File: src/rtl/uart_pkg.sv
// Shared types and constants for the UART transmit-side byte source selector.
package uart_pkg;

  localparam int BYTE_W          = 8;
  localparam int DEFAULT_MSG_LEN = 13;
  localparam logic [8*DEFAULT_MSG_LEN-1:0] DEFAULT_MSG = "Hello world!\n";

  typedef enum logic [1:0] {
    IDLE      = 2'd0,
    MSG_SEND  = 2'd1,
    ECHO_SEND = 2'd2,
    GAP       = 2'd3
  } tx_state_e;

endpackage

File: src/rtl/tx_source_mux_if.sv
// Byte-level signals between the receiver, the source selector and the transmitter.
interface tx_source_mux_if;
  import uart_pkg::*;

  logic              SW;
  logic [BYTE_W-1:0] rx_word;
  logic              rx_valid;
  logic [BYTE_W-1:0] tx_word;
  logic              tx_start;
  logic              tx_done;
  logic              msg_busy;
  logic              fifo_overflow;

  modport master (
    input  SW, rx_word, rx_valid, tx_done,
    output tx_word, tx_start, msg_busy, fifo_overflow
  );

  modport slave (
    output SW, rx_word, rx_valid, tx_done,
    input  tx_word, tx_start, msg_busy, fifo_overflow
  );

endinterface

File: src/rtl/byte_fifo.sv
// Small synchronous byte FIFO with the head word always visible on the read port.
module byte_fifo
  import uart_pkg::*;
#(
  parameter int DEPTH = 8
) (
  input  logic              clk,
  input  logic              rst,
  input  logic              push_i,
  input  logic [BYTE_W-1:0] wdata_i,
  input  logic              pop_i,
  output logic [BYTE_W-1:0] rdata_o,
  output logic              full_o,
  output logic              empty_o
);

  localparam int AW = $clog2(DEPTH);

  logic [AW:0]       wr_ptr_q, wr_ptr_d;
  logic [AW:0]       rd_ptr_q, rd_ptr_d;
  logic [BYTE_W-1:0] mem_q [DEPTH];
  logic              wr_en_s;
  logic              rd_en_s;

  assign empty_o = (wr_ptr_q == rd_ptr_q);
  assign full_o  = (wr_ptr_q[AW] != rd_ptr_q[AW]) &&
                   (wr_ptr_q[AW-1:0] == rd_ptr_q[AW-1:0]);
  assign rdata_o = mem_q[rd_ptr_q[AW-1:0]];

  // A pop frees the head slot this cycle, so a full FIFO still accepts a simultaneous push.
  assign rd_en_s = pop_i && !empty_o;
  assign wr_en_s = push_i && (!full_o || rd_en_s);

  // Next pointer values.
  always_comb begin
    wr_ptr_d = wr_ptr_q;
    rd_ptr_d = rd_ptr_q;
    if (wr_en_s) begin
      wr_ptr_d = wr_ptr_q + (AW+1)'(1);
    end else begin
      wr_ptr_d = wr_ptr_q;
    end
    if (rd_en_s) begin
      rd_ptr_d = rd_ptr_q + (AW+1)'(1);
    end else begin
      rd_ptr_d = rd_ptr_q;
    end
  end

  // Pointer registers.
  always_ff @(posedge clk or posedge rst) begin
    if (rst) begin
      wr_ptr_q <= '0;
      rd_ptr_q <= '0;
    end else begin
      wr_ptr_q <= wr_ptr_d;
      rd_ptr_q <= rd_ptr_d;
    end
  end

  // Storage array.
  always_ff @(posedge clk) begin
    if (wr_en_s) begin
      mem_q[wr_ptr_q[AW-1:0]] <= wdata_i;
    end
  end

endmodule

File: src/rtl/tx_source_mux.sv
// Selects between a fixed message and buffered echo bytes and hands them one at a
// time to the UART transmitter; the message wins, echoes queue up behind it.
module tx_source_mux
  import uart_pkg::*;
#(
  parameter int                   MSG_LEN    = DEFAULT_MSG_LEN,
  parameter logic [8*MSG_LEN-1:0] MSG        = DEFAULT_MSG,
  parameter int                   FIFO_DEPTH = 8
) (
  input logic            clk,
  input logic            rst,
  tx_source_mux_if.master io
);

  localparam int                IDX_W    = $clog2(MSG_LEN + 1);
  localparam logic [IDX_W-1:0]  LAST_IDX = IDX_W'(MSG_LEN - 1);

  tx_state_e         state_q;
  logic [IDX_W-1:0]  idx_q;
  logic [IDX_W-1:0]  idx_d;
  logic              msg_busy_q;
  logic              msg_pend_q;
  logic              tx_start_q;
  logic [BYTE_W-1:0] tx_word_q;
  logic              fifo_overflow_q;
  logic              sw_meta_q, sw_sync_q, sw_prev_q;

  logic              fifo_full_s, fifo_empty_s, fifo_pop_s, drop_s;
  logic [BYTE_W-1:0] fifo_head_s;
  logic              sw_rise_s, final_gap_s, accept_s;
  logic [8*MSG_LEN-1:0] msg_shift_s;
  logic [BYTE_W-1:0] msg_byte_s;

  byte_fifo #(.DEPTH(FIFO_DEPTH)) u_fifo (
    .clk     (clk),
    .rst     (rst),
    .push_i  (io.rx_valid),
    .wdata_i (io.rx_word),
    .pop_i   (fifo_pop_s),
    .rdata_o (fifo_head_s),
    .full_o  (fifo_full_s),
    .empty_o (fifo_empty_s)
  );

  assign fifo_pop_s  = (state_q == IDLE) && !msg_pend_q && !fifo_empty_s;
  assign drop_s      = io.rx_valid && fifo_full_s && !fifo_pop_s;
  assign sw_rise_s   = sw_sync_q && !sw_prev_q;
  // The closing GAP of a message already counts as free, so a request there is kept.
  assign final_gap_s = (state_q == GAP) && msg_busy_q && (idx_q == LAST_IDX);
  assign accept_s    = sw_rise_s && !msg_pend_q && (!msg_busy_q || final_gap_s);

  // Index of the message byte to be loaded on this edge, and that byte.
  always_comb begin
    idx_d = '0;
    if (state_q == IDLE) begin
      idx_d = '0;
    end else begin
      idx_d = idx_q + IDX_W'(1);
    end
    msg_shift_s = MSG << {idx_d, 3'b000};
    msg_byte_s  = msg_shift_s[8*MSG_LEN-1 -: 8];
  end

  // Request synchroniser, arbitration FSM and registered outputs.
  always_ff @(posedge clk or posedge rst) begin
    if (rst) begin
      state_q         <= IDLE;
      idx_q           <= '0;
      msg_busy_q      <= 1'b0;
      msg_pend_q      <= 1'b0;
      tx_start_q      <= 1'b0;
      tx_word_q       <= 8'h00;
      fifo_overflow_q <= 1'b0;
      sw_meta_q       <= 1'b0;
      sw_sync_q       <= 1'b0;
      sw_prev_q       <= 1'b0;
    end else begin
      sw_meta_q <= io.SW;
      sw_sync_q <= sw_meta_q;
      sw_prev_q <= sw_sync_q;
      if (drop_s) begin
        fifo_overflow_q <= 1'b1;
      end
      case (state_q)
        IDLE: begin
          if (msg_pend_q) begin
            msg_pend_q <= 1'b0;
            idx_q      <= idx_d;
            msg_busy_q <= 1'b1;
            tx_word_q  <= msg_byte_s;
            tx_start_q <= 1'b1;
            state_q    <= MSG_SEND;
          end else if (!fifo_empty_s) begin
            tx_word_q  <= fifo_head_s;
            tx_start_q <= 1'b1;
            state_q    <= ECHO_SEND;
          end else begin
            state_q    <= IDLE;
          end
        end
        MSG_SEND, ECHO_SEND: begin
          if (io.tx_done) begin
            tx_start_q <= 1'b0;
            state_q    <= GAP;
          end
        end
        GAP: begin
          if (msg_busy_q && (idx_q < LAST_IDX)) begin
            idx_q      <= idx_d;
            tx_word_q  <= msg_byte_s;
            tx_start_q <= 1'b1;
            state_q    <= MSG_SEND;
          end else begin
            msg_busy_q <= 1'b0;
            state_q    <= IDLE;
          end
        end
        default: begin
          tx_start_q <= 1'b0;
          state_q    <= IDLE;
        end
      endcase
      if (accept_s) begin
        msg_pend_q <= 1'b1;
      end
    end
  end

  assign io.tx_word       = tx_word_q;
  assign io.tx_start      = tx_start_q;
  assign io.msg_busy      = msg_busy_q;
  assign io.fifo_overflow = fifo_overflow_q;

endmodule
File: src/flat_wrapper.sv
// flat-port wrapper written by rule: the top's interface ports become plain ports
module tx_source_mux_flat import uart_pkg::*;
#(
  parameter int                   MSG_LEN    = DEFAULT_MSG_LEN,
  parameter logic [8*MSG_LEN-1:0] MSG        = DEFAULT_MSG,
  parameter int                   FIFO_DEPTH = 8
)
  (clk, rst, io_SW, io_rx_word, io_rx_valid, io_tx_done, io_tx_word, io_tx_start, io_msg_busy, io_fifo_overflow);
  tx_source_mux_if io_i ();
  input logic clk;
  input logic rst;
  input wire logic [$bits(io_i.SW)-1:0] io_SW;
  input wire logic [$bits(io_i.rx_word)-1:0] io_rx_word;
  input wire logic [$bits(io_i.rx_valid)-1:0] io_rx_valid;
  input wire logic [$bits(io_i.tx_done)-1:0] io_tx_done;
  output wire logic [$bits(io_i.tx_word)-1:0] io_tx_word;
  output wire logic [$bits(io_i.tx_start)-1:0] io_tx_start;
  output wire logic [$bits(io_i.msg_busy)-1:0] io_msg_busy;
  output wire logic [$bits(io_i.fifo_overflow)-1:0] io_fifo_overflow;
  assign io_i.SW = io_SW;
  assign io_i.rx_word = io_rx_word;
  assign io_i.rx_valid = io_rx_valid;
  assign io_i.tx_done = io_tx_done;
  assign io_tx_word = io_i.tx_word;
  assign io_tx_start = io_i.tx_start;
  assign io_msg_busy = io_i.msg_busy;
  assign io_fifo_overflow = io_i.fifo_overflow;
  tx_source_mux #(.MSG_LEN(MSG_LEN), .MSG(MSG), .FIFO_DEPTH(FIFO_DEPTH)) u_core (.clk(clk), .rst(rst), .io(io_i));
endmodule
File: config.mk
export PLATFORM = sky130hd
export DESIGN_NAME = tx_source_mux_flat
export DESIGN_NICKNAME = d
export VERILOG_FILES = /design/src/rtl/uart_pkg.sv /design/src/rtl/tx_source_mux_if.sv /design/src/rtl/byte_fifo.sv /design/src/rtl/tx_source_mux.sv /design/src/flat_wrapper.sv
export SDC_FILE = /design/constraint.sdc
export NUM_CORES = 1
export LEC_CHECK = 0
export CAP_MARGIN = 10
export CORE_AREA = 5 5 102 104
export CTS_CLUSTER_DIAMETER = 150
export DETAILED_ROUTE_END_ITERATION = 12
export DIE_AREA = 0 0 107 109
export PLACE_DENSITY = 0.63
export RECOVER_POWER = 100
export SYNTH_ARGS = -nofsm -noshare
export SYNTH_HDL_FRONTEND = slang
export SYNTH_SLANG_ARGS = --single-unit
File: constraint.sdc
create_clock -name clk -period 2.2 [get_ports clk]
set_clock_uncertainty 0.05 [all_clocks]
set_input_delay 0.33 -clock clk [delete_from_list [all_inputs] [get_ports clk]]
set_output_delay 0.33 -clock clk [all_outputs]
set_load 0.05 [all_outputs]
==> flow_summary.toml, run 1 <==
[outcome]
status = "complete, but fails checks"
violations = "max-capacitance violations, max-slew violations"

[drt]
ant_nets = 0
post_drt_via_cell_ratio = 5.31
vias = 2374
wl_per_cell_um = 17.4
firstDrtPassIters = 4
wirelength_um = 7800
drc = 0
drtIter0Drc = 147

[logic_synthesis]
yosys.area.top_type = "edfxtp_1"
synth_cells = 280
ys_seq_area_share_pct = 64.8
ys.flop_type = "edfxtp_1"
syn_nets = 306
synth_edf_count = 64
synth.distinct_cells = 43
ys_async_sr_fraction_pct = 31.2
avgSynthCellArea_um2 = 14.6
synth_area_um2 = 4080
yosys_warnings = 0
synth-seq-cells = 93
yosys-top-cells-area = "edfxtp_1 47%, dfrtp_1 18%, mux4_2 8.3%"
yosys.area.top_type_share_pct = 47.1

[timing]
finalSetupViolCount = 0
hold_viol = 0
slew_violations = 30
fmax_ghz = 0.480
grt_setup_unrepaired = "no"
period_share_pct = 94.6
fin_setup_tns_ns = 0
max-slew-margin-rel_pct = -7.34
worst_slew_pin_slew_ns = 1.61
period_minus_slack_ns = 2.08

[final_layout]
finish.utilization_pct = 51.2
areaGrowthSynthToFinish_pct = 18.5
layout_common_cells = "64 x edfxtp_1, 29 x nand2_1, 29 x dfrtp_1"
antenna-diode-count = 0
nets = 354
drive_gt1_share_pct = 21.3
num-fill-cells = 797
final_common_cell = "edfxtp_1"

[worst_setup_path]
crit_path_end_kind = "flop"
cpLargestDelayFamily = "simple AND/OR/NAND/NOR gates"
crit_arrival_ns = 2.28
path_buf_inv = 2
cp_slowest_cell = "dfrtp_1"
path_max_fanout = 7
worstPathRequired_ns = 2.40
path_cells = "inv_1 > ha_4 > nor2b_1 > clkbuf_1 > or2_2 > a21oi_1 > mux2_2"
critical_path_class = "flop to flop"
critPathLaunchType = "flop"
max_stage_delay_ns = 0.39

[global_route]
grt_pass1_vias = 2397
grt_max_degree = 30
gr-usage-all-layers_pct = 14.6
grt_first_pass_wirelength_um = 12700
grt-ovfl-total = 0
antenna_found_initial = 0

[power]
switchingPower_mw = 2.89
pwr-share-seq_pct = 35.4
p_sw_share_pct = 40.1
clkPwrFrac_pct = 15.4
combPwrFrac_pct = 49.2
ir_drop_mv = 0.524
p_int_mw = 4.32
p_per_area_nw_per_um2 = 1490
power.leakage_nw = 1.81
finalPower_mw = 7.21

[clocking]
cts-root-buf = "clkbuf_8"
cts_hold_buf = 0
cts_tree = "done"
cts_buffers = 9
clk_pin_slew_ns = 0.10
clock_sinks = 93
htreeDepth = 3
cts_buffer_depth = 2
clk_latency_ns = 0.36

[placement]
gp_congestion = 0.820
hpwlAfterDp_um = 5440
io_buffers = 23

[floorplanning]
die_h_um = 109
die_width_um = 107
fp-row-count = 36
core_area_um2 = 9460
dieArea_um2 = 11700
initial_core_util_pct = 43.2
top_level_ports = 24

[worst_hold_path]
hold_class = "flop to flop"

[run]
cap_violations = 1
[power groups by stage]
stage | logic, mW | registers, mW | clock network [mW]
after floorplan | 2.17 | 2.84 | 0
final | 3.55 | 2.55 | 1.11
after global placement | 3.50 | 2.58 | 0
after CTS | 3.56 | 2.56 | 1.15
after detailed placement | 3.55 | 2.60 | 0
after global routing | 3.92 | 2.59 | 1.22
[final timing paths]
| check | slack [ns] | from | endpoint | cells after the start |
|---|---|---|---|---|
| setup / recovery | 0.12 | u_core.state_q[0] | u_core.idx_q[2] | 7 |
| setup reg to reg | 0.12 | u_core.state_q[0] | u_core.idx_q[2] | 7 |
| hold reg to reg | 0.31 | u_core.sw_meta_q | u_core.sw_sync_q | 0 |
| hold / removal | 0.31 | u_core.sw_meta_q | u_core.sw_sync_q | 0 |
| min in group asynchronous | 0.78 | rst | u_core.sw_sync_q | 3 |
| max in group asynchronous | 0.38 | rst | u_core.io.tx_word[6] | 3 |
[synthesized netlist by cell type (3+ instances only)]
cell type and instances:
buf_2 4, dfrtp_1 29, a211oi_1 4, nor3_1 6, nor2b_1 5, nor2_1 16, o21ai_0 6, nand3_1 4
a21oi_1 8, mux4_2 15, ha_1 13, edfxtp_1 64, mux2_2 3, nand2b_1 4, xnor2_1 9, nand2_1 29
clkbuf_1 5, o22ai_1 5, mux2i_1 6, o31ai_1 6, inv_1 10
[area by class of cell]
class	instances	area [um^2]	share of cell area, %
Sequential cell	93	2650	54.7
Multi-Input combinational cell	164	1380	28.4
Timing Repair Buffer	50	438	9.05
Tap cell	114	143	2.95
Clock buffer	9	124	2.56
Clock inverter	7	75.1	1.55
Inverter	10	37.5	0.775
[layer usage]
layer / GRT usage, % / wire length (um)
met3: 4.03 / 301
met2: 23.8 / 3820
met1: 19.1 / 3560
met4: 4.66 / 112
met5: 0 / 0
[sequential cells by signal, summed over array words and instances, names as in the netlist]
| name | count |
|---|---|
| u_core.idx_q | 4 |
| u_core.io.fifo_overflow | 1 |
| u_core.io.msg_busy | 1 |
| u_core.io.tx_start | 1 |
| u_core.io.tx_word | 8 |
| u_core.msg_pend_q | 1 |
| u_core.state_q | 2 |
| u_core.sw_meta_q | 1 |
| u_core.sw_prev_q | 1 |
| u_core.sw_sync_q | 1 |
| u_core.u_fifo.mem_q | 64 |
| u_core.u_fifo.rd_ptr_q | 4 |
| u_core.u_fifo.wr_ptr_q | 4 |
[what timing repair did]
item / 4_1_cts / 5_1_grt
buffers inserted: 0 / 1
gates cloned: 0 / 0
resized for setup: 1 / 6
pin swaps: 0 / 1
setup endpoints to repair: 1 / 72
[cells by family (layout without fill, tap and decap cells)]
logic type,after synthesis,in the layout,share of synthesized area [%]
buffers and inverters,23,76,2.45
multiplexers,26,26,11.3
flip-flops,93,93,64.8
XOR/XNOR,11,11,2.36
adder cells (fa/ha/maj),13,13,3.98
AO/OA/AOI/OAI,41,41,6.74
AND/OR/NAND/NOR,73,73,8.33
[metrics by stage]
stage               cells  hold WS, ns  instance area, um^2  setup WS [ns]
floorplan             280        0.281                 4100         0.0362
global placement      430        0.286                 4610         0.0795
detailed placement    430        0.295                 4610         0.0274
CTS                   446        0.292                 4820         0.0280
global route          447        0.324                 4840        0.00268
finish                447        0.313                 4840          0.118
Note: power is estimated with default switching activity, not from simulation.
==> inputs of run 2 (changes only) <==
--- a/config.mk
+++ b/config.mk
@@ -6,12 +6,12 @@
 export NUM_CORES = 1
 export LEC_CHECK = 0
 export CAP_MARGIN = 10
-export CORE_AREA = 5 5 102 104
+export CORE_AREA = 5 5 104 106
 export CTS_CLUSTER_DIAMETER = 150
 export DETAILED_ROUTE_END_ITERATION = 12
-export DIE_AREA = 0 0 107 109
-export PLACE_DENSITY = 0.63
+export DIE_AREA = 0 0 109 111
 export RECOVER_POWER = 100
 export SYNTH_ARGS = -nofsm -noshare
 export SYNTH_HDL_FRONTEND = slang
+export SYNTH_HIERARCHICAL = 1
 export SYNTH_SLANG_ARGS = --single-unit
==> run 2 against run 1 <==
Net effect: the run now ends clean; via count up 10%; register-to-register slack worse by 0.05 ns; sequential power fell by 2%; synthesized cell count up 7.9%; critical path type unchanged; first-iteration DRC count grew 4.8%; highest routed layer unchanged; die area rose by 3.7%; critical path depth increased by 3; synthesized area up 5.3%; flip-flop and latch count did not move; count of clock-buffer cells in the layout grew 2; fmax shrank 2.6%.
==> flow_summary.toml, run 2 <==
[run]
cap_violations = 0

[global_route]
grt_first_pass_wirelength_um = 13800
grt_max_degree = 21
grt_pass1_vias = 2652
antenna_found_initial = 0
gr-usage-all-layers_pct = 15.1
grt-ovfl-total = 0

[power]
finalPower_mw = 7.84
ir_drop_mv = 0.562
power.leakage_nw = 1.95
p_per_area_nw_per_um2 = 1470

[worst_setup_path]
path_max_fanout = 8
crit_arrival_ns = 2.17
r2r_cells = 10
cp_slowest_cell = "dfrtp_1"
r2r_end = "u_core/u_fifo/mem_q[2][5]"
crit_path_end_kind = "flop"
path_cells = "xnor2_2 > nand3_2 > nor2_4 > nor2_2 > and2_4 > buf_8 > nor3_4 > buf_6 > nor4_4 > buf_12"
worst-r2r-setup-slack_ns = 0.06
critPathLaunchType = "flop"
path_buf_inv = 3
max_stage_delay_ns = 0.43
worstPathRequired_ns = 2.23
critical_path_class = "flop to flop"
r2r-start = "u_core/u_fifo/wr_ptr_q[1]"
cpLargestDelayFamily = "simple AND/OR/NAND/NOR gates"

[logic_synthesis]
yosys_warnings = 6
synth_edf_count = 64
synth_cells = 302
synth.distinct_cells = 45
yosys.area.top_type_share_pct = 44.7
ys.flop_type = "edfxtp_1"
synthTopCellsByCount = "64 x edfxtp_1, 29 x dfrtp_1, 26 x nand2_1, 20 x nor2_1, 16 x mux4_2"
ys_async_sr_fraction_pct = 31.2
yosysMostFrequentCell = "edfxtp_1"
syn_nets = 329
synth-seq-cells = 93
avgSynthCellArea_um2 = 14.2
synth_area_um2 = 4300
yosys-top-cells-area = "edfxtp_1 45%, dfrtp_1 17%, mux4_2 8.4%"
yosys.area.top_type = "edfxtp_1"
ys_seq_area_share_pct = 61.6

[floorplanning]
initial_core_util_pct = 44.4
fp-row-count = 36
top_level_ports = 24
dieArea_um2 = 12100
die_width_um = 109
core_area_um2 = 9680
die_h_um = 111

[clocking]
clock_sinks = 93
cts_buffers = 9
htreeDepth = 3
cts-root-buf = "clkbuf_8"
clk_pin_slew_ns = 0.08
cts_tree = "done"
cts_hold_buf = 0
clk_latency_ns = 0.36
cts_buffer_depth = 2

[timing]
period_share_pct = 97.1
worst_slew_pin_slew_ns = 1.14
max-slew-margin-rel_pct = 24.3
slew_violations = 0
fmax_ghz = 0.468
grt_setup_unrepaired = "yes"
hold_viol = 0
period_minus_slack_ns = 2.14
final.setup.worst_slack_ns = 0.0632
fin_setup_tns_ns = 0
finalSetupViolCount = 0

[drt]
ant_nets = 0
post_drt_via_cell_ratio = 5.24
drc = 0
wl_per_cell_um = 17.1
wirelength_um = 8570
firstDrtPassIters = 4
drtIter0Drc = 154
vias = 2622

[outcome]
status = "finished clean"

[worst_hold_path]
hold_class = "primary input to async pin"

[final_layout]
nets = 389
drive_gt1_share_pct = 29.7
antenna-diode-count = 0
areaGrowthSynthToFinish_pct = 23.6
num-fill-cells = 789
final_common_cell = "edfxtp_1"
layout_common_cells = "64 x edfxtp_1, 34 x buf_4, 29 x dfrtp_1"
largest_register_ffs = 64

[placement]
io_buffers = 23
gp_congestion = 0.876
hpwlAfterDp_um = 5900
pre_cts_ws_ns = -0.0351
==> run 2: per-stage QoR <==
| stage | area (um^2) | utilization [%] | hold WS, ns | instances |
|---|---|---|---|---|
| after CTS | 5240 | 54.1 | 0.0690 | 494 |
| after global routing | 5320 | 54.9 | 0.228 | 500 |
| after floorplan | 4490 | - | 0.0957 | 302 |
| after detailed placement | 5070 | 52.4 | 0.299 | 478 |
| after global placement | 5070 | 52.4 | 0.284 | 478 |
| final | 5320 | 54.9 | 0.222 | 500 |
==> run 2: report_power, final <==
part	internal [mW]	switching (mW)	leakage, nW	total, mW
Clock	0.414	0.580	0.0818	0.994
Sequential	2.30	0.204	0.929	2.51
Combinational	1.97	2.37	0.942	4.34
Total	4.69	3.15	1.95	7.84
==> run 2: routing by layer <==
metal	global-route usage, %	share of wire (%)	wire length [um]	vias to the layer above
li1	-	-	-	1249
met1	20.3	45	3900	1304
met2	23.5	48	4120	53
met3	3.44	4.2	361	16
met4	6.48	2.2	186	0
met5	0	0	0	-
==> run 2: final cells by class <==
type	instances	area, um^2	area share (%)
sequential	93	2650	49.8
multi-input combinational	180	1680	31.6
timing repair buffer	66	611	11.5
tap	133	166	3.13
clock buffer	11	131	2.47
inverter	12	45.0	0.847
clock inverter	5	33.8	0.635
==> run 2: cells by family after synthesis <==
family          Yosys count  synth area share, %
simple gates             77                 8.47
buf+inv                  29                 3.67
mux                      31                 12.2
flops                    93                 61.6
compound gates           47                 7.22
fa+ha+maj                14                 4.07
xor+xnor                 11                 2.76
==> run 2: repair_timing <==
item	4_1_cts	5_1_grt
gates resized for setup	1	9
buffers inserted	0	6
endpoints found under the setup margin	1	38
pin swaps	0	9
==> run 2: worst max-delay path by stage <==
stage               slack, ns  depth (start not counted)                         to                      start
finish                   0.06                         10  u_core/u_fifo/mem_q[2][5]  u_core/u_fifo/wr_ptr_q[1]
detailed placement      -0.04                          9       u_core/io.tx_word[3]          u_core/state_q[0]
floorplan               -0.08                         10  u_core/u_fifo/mem_q[3][0]  u_core/u_fifo/wr_ptr_q[1]
CTS                      0.02                          6  u_core/u_fifo/mem_q[5][4]  u_core/u_fifo/wr_ptr_q[3]
global placement         0.05                          9       u_core/io.tx_word[3]          u_core/state_q[0]
global route            -0.02                         10  u_core/u_fifo/mem_q[2][5]  u_core/u_fifo/rd_ptr_q[1]
